<file path="src/rtl/reg_share_arb.sv">
// Round-robin sharing of one W-bit capture register among four requesters.
// Grant, load, then a one-cycle acknowledge; one capture per three cycles at most.
module reg_share_arb #(
    parameter int unsigned W = 32
) (
    input  logic           clk,
    input  logic           rst_n,
    input  logic [3:0]     req,
    input  logic [4*W-1:0] data_in,
    output logic [3:0]     grant,
    output logic [3:0]     ack,
    output logic [W-1:0]   reg_out,
    output logic [1:0]     owner,
    output logic           valid
);

    localparam int unsigned N  = 4;
    localparam int unsigned IW = 2;

    typedef enum logic [1:0] {
        IDLE = 2'd0,
        LOAD = 2'd1,
        ACK  = 2'd2
    } state_t;

    state_t          state, state_nxt;
    logic [IW-1:0]   last, last_nxt;
    logic [IW-1:0]   win, win_nxt;
    logic [IW-1:0]   pick, idx;
    logic [N-1:0]    grant_nxt, ack_nxt;
    logic [W-1:0]    reg_nxt;
    logic [IW-1:0]   owner_nxt;
    logic            valid_nxt;
    logic [W-1:0]    words [N];

    // Unpack the flat requester bus into per-requester words
    always_comb begin
        for (int i = 0; i < N; i++) begin
            words[i] = data_in[i*W +: W];
        end
    end

    // Rotating search from last+1; lower offsets overwrite higher ones so the nearest wins
    always_comb begin
        pick = '0;
        idx  = '0;
        for (int i = N; i >= 1; i--) begin
            idx = last + IW'(i);
            if (req[idx]) begin
                pick = idx;
            end
        end
    end

    always_comb begin
        state_nxt = state;
        last_nxt  = last;
        win_nxt   = win;
        grant_nxt = grant;
        ack_nxt   = '0;
        reg_nxt   = reg_out;
        owner_nxt = owner;
        valid_nxt = valid;
        unique case (state)
            IDLE: begin
                if (req != '0) begin
                    win_nxt   = pick;
                    grant_nxt = N'(1) << pick;
                    state_nxt = LOAD;
                end
            end
            LOAD: begin
                reg_nxt   = words[win];
                owner_nxt = win;
                valid_nxt = 1'b1;
                ack_nxt   = N'(1) << win;
                state_nxt = ACK;
            end
            ACK: begin
                grant_nxt = '0;
                last_nxt  = win;
                state_nxt = IDLE;
            end
            default: begin
                grant_nxt = '0;
                state_nxt = IDLE;
            end
        endcase
    end

    always_ff @(posedge clk or negedge rst_n) begin
        if (!rst_n) begin
            state   <= IDLE;
            last    <= IW'(3);
            win     <= '0;
            grant   <= '0;
            ack     <= '0;
            reg_out <= '0;
            owner   <= '0;
            valid   <= 1'b0;
        end else begin
            state   <= state_nxt;
            last    <= last_nxt;
            win     <= win_nxt;
            grant   <= grant_nxt;
            ack     <= ack_nxt;
            reg_out <= reg_nxt;
            owner   <= owner_nxt;
            valid   <= valid_nxt;
        end
    end

endmodule
</file>
<file path="config.mk">
export PLATFORM = sky130hd
export DESIGN_NAME = reg_share_arb
export DESIGN_NICKNAME = d
export VERILOG_FILES = /design/src/rtl/reg_share_arb.sv
export SDC_FILE = /design/constraint.sdc
export NUM_CORES = 1
export LEC_CHECK = 0
export BUFFER_PORTS_ARGS = -buffer_cell sky130_fd_sc_hd__buf_2
export CAP_MARGIN = 20
export CELL_PAD_IN_SITES_DETAIL_PLACEMENT = 0
export CELL_PAD_IN_SITES_GLOBAL_PLACEMENT = 1
export CORE_MARGIN = 5
export CORE_UTILIZATION = 31
export CTS_CLUSTER_DIAMETER = 120
export CTS_CLUSTER_SIZE = 30
export DETAILED_ROUTE_END_ITERATION = 8
export PLACE_DENSITY_LB_ADDON = 0.1
export SYNTH_ARGS = -nofsm -noshare
export SYNTH_HDL_FRONTEND = slang
export SYNTH_SLANG_ARGS = --single-unit
</file>
<file path="constraint.sdc">
create_clock -name clk -period 1.6 [get_ports clk]
set_clock_uncertainty 0.05 [all_clocks]
set_input_delay 0.32 -clock clk [delete_from_list [all_inputs] [get_ports clk]]
set_output_delay 0.32 -clock clk [all_outputs]
set_load 0.01 [all_outputs]
</file>
==> out/results.ini <==
[layout]
area_growth_pct=43.3
diodes=0
layout_common_cells=buf_2 (176), nand2_1 (102), dfrtp_1 (46), mux4_2 (26), nor2_1 (7)
drive_gt1_share_pct=54.3
final_area_um2=3880
fin_nets=549
mostFrequentLayoutCell=buf_2
utilization_pct=44.9

[floorplan]
core_area_um2=8640
initial_utilization_pct=31.4
die_h_um=103
dieArea_um2=10700
dieWidth_um=103
fp-row-count=34
num_io_pins=177

[yosys]
async_flop_share_pct=100
synthesis.area_um2=2710
yosys.area.top_type=dfrtp_1
synth.distinct_cells=26
synth_edf_count=0
ys_ff_latch=49
postSynthCellCount=236
syn_area_per_cell_um2=11.5
ys_seq_area_share_pct=45.4
yosys.area.top_type_share_pct=43.4
synth_flop_cell=dfrtp_1
syn_nets=370
netlist_top_cells_area=dfrtp_1 (43%), mux4_2 (22%), nand2_1 (14%)
yosysWarnings=0

[timing]
final_max_slew_viol_count=0
rsz0062_at_grt=no
whs_ns=0.361
period_minus_slack_ns=1.49
fmaxAchievable_ghz=0.673
setup_viol=0
timing.final.crit_share_pct=92.8
hold_violations=0
slew_headroom_pct=78.8
worst_pin_slew_ns=0.318
tns_ns=0

[power]
peakVddDrop_mv=0.484
powerDensity_nw_per_um2=1760
p_leak_nw=2.05

[placed_design]
placedInstanceArea_um2=3750
dpl.hpwl_mm=6.12
port_buffers=176
gp_congestion=0.796

[job]
drv_cap=0

[worst_hold_path]
holdPathStages=4
whs_endpoint=reg_out[30]
hold_start=data_in[126]
worst_hold_path_type=primary input to flop

[detailed_routing]
first_pass_iters=4
wl_per_cell_um=14.9
drt-total-wl_mm=7.79
vias_per_cell=4.63
ant_nets=0
drc=0
vias=2425
first_iter_violations=49

[critical_path]
endpoint_kind=flop
r2r_slack_ns=0.11
crit_required_ns=1.75
crit_type=flop to flop
crit_fanout=22
crit_arrival_ns=1.63
r2r-end=reg_out[1]
cp-start-kind=flop
rr_worst_depth=4
worstReg2RegStart=win[0]

[clock_tree]
cts_made_buffers=5
cts_buffer_depth=2
clock_latency_ns=0.30
cts_tree=built
clk_pin_slew_worst_paths_ns=0.09
cts_resized=0
cts_sinks=49
cts_root_buf=clkbuf_8
htree_levels=2

[global_routing]
grt_first_pass_wirelength_mm=12.0
antenna_found_initial=0
grt_max_degree=50
overflow=0
track_usage_pct=14.5
grt_pass1_vias=2520

[status]
outcome=finished, final reports clean

critical path, stage by stage (launching register included):
cell	delay, ns
dfrtp_2	0.42
buf_12	0.20
mux4_1	0.57
nand2_1	0.08
nand2_1	0.04
worst max path at each step:
stage	to	cells after the start	slack, ns	start
global placement	owner[0]	5	0.14	state[1]
finish	reg_out[1]	4	0.11	win[0]
floorplan	reg_out[25]	5	0.20	win[0]
CTS	reg_out[1]	4	0.11	win[0]
detailed placement	reg_out[1]	4	0.12	win[0]
global route	reg_out[1]	4	0.01	win[0]
cell usage after synthesis (3+ instances only):
cell type	count
nand2_1	102
dfrtp_1	47
mux4_2	26
buf_2	10
nor2_1	7
mux4_1	6
nand2b_1	6
o21ai_0	4
a21oi_1	3
nor3_1	3
sequential cells by signal (all words and copies together) (netlist names):
signal / flops
valid: 1
last: 2
grant: 4
ack: 4
owner: 2
win: 2
reg_out: 32
state: 2
cells by family (layout without fill, tap and decap cells):
logic type	Yosys count	in the layout	share of synthesized area, %
muxes	33	33	27.9
DFF	49	49	45.4
buffers and inverters	18	198	4.71
and+or+nand+nor	121	121	17.8
AOI/OAI and AO/OA	15	15	4.25
per-layer routing:
metal	track usage, %	vias to the layer above	wire (µm)
met3	4.36	4	839
met2	24.8	113	3870
met4	3.88	0	64
met5	0	-	0
li1	-	1183	-
met1	18.0	1125	3010
where the power goes:
group	internal (mW)	leakage [nW]	total, mW	switching, mW
Sequential	1.85	0.603	2.19	0.340
Combinational	1.83	1.39	3.71	1.88
Clock	0.508	0.0574	0.924	0.416
per-stage QoR:
step | total power, mW | std cells | setup WS (ns)
finish | 6.82 | 524 | 0.115
global route | 7.47 | 524 | 0.0118
CTS | 6.99 | 524 | 0.106
detailed placement | 6.04 | 515 | 0.116
global placement | 5.99 | 515 | 0.135
floorplan | 4.71 | 236 | 0.203
layout make-up:
class / count / area [µm²]
Timing Repair Buffer: 187 / 1030
Tap cell: 108 / 135
Clock inverter: 2 / 37.5
Multi-Input combinational cell: 169 / 1350
Sequential cell: 49 / 1230
Inverter: 3 / 11.3
Clock buffer: 6 / 82.6
Fill cell: 881 / 4760
what timing repair did:
action	CTS	global route
hold endpoints to repair	47	0
setup buffers	0	0
hold buffers	1	0
(Power assumes the default switching activity.)
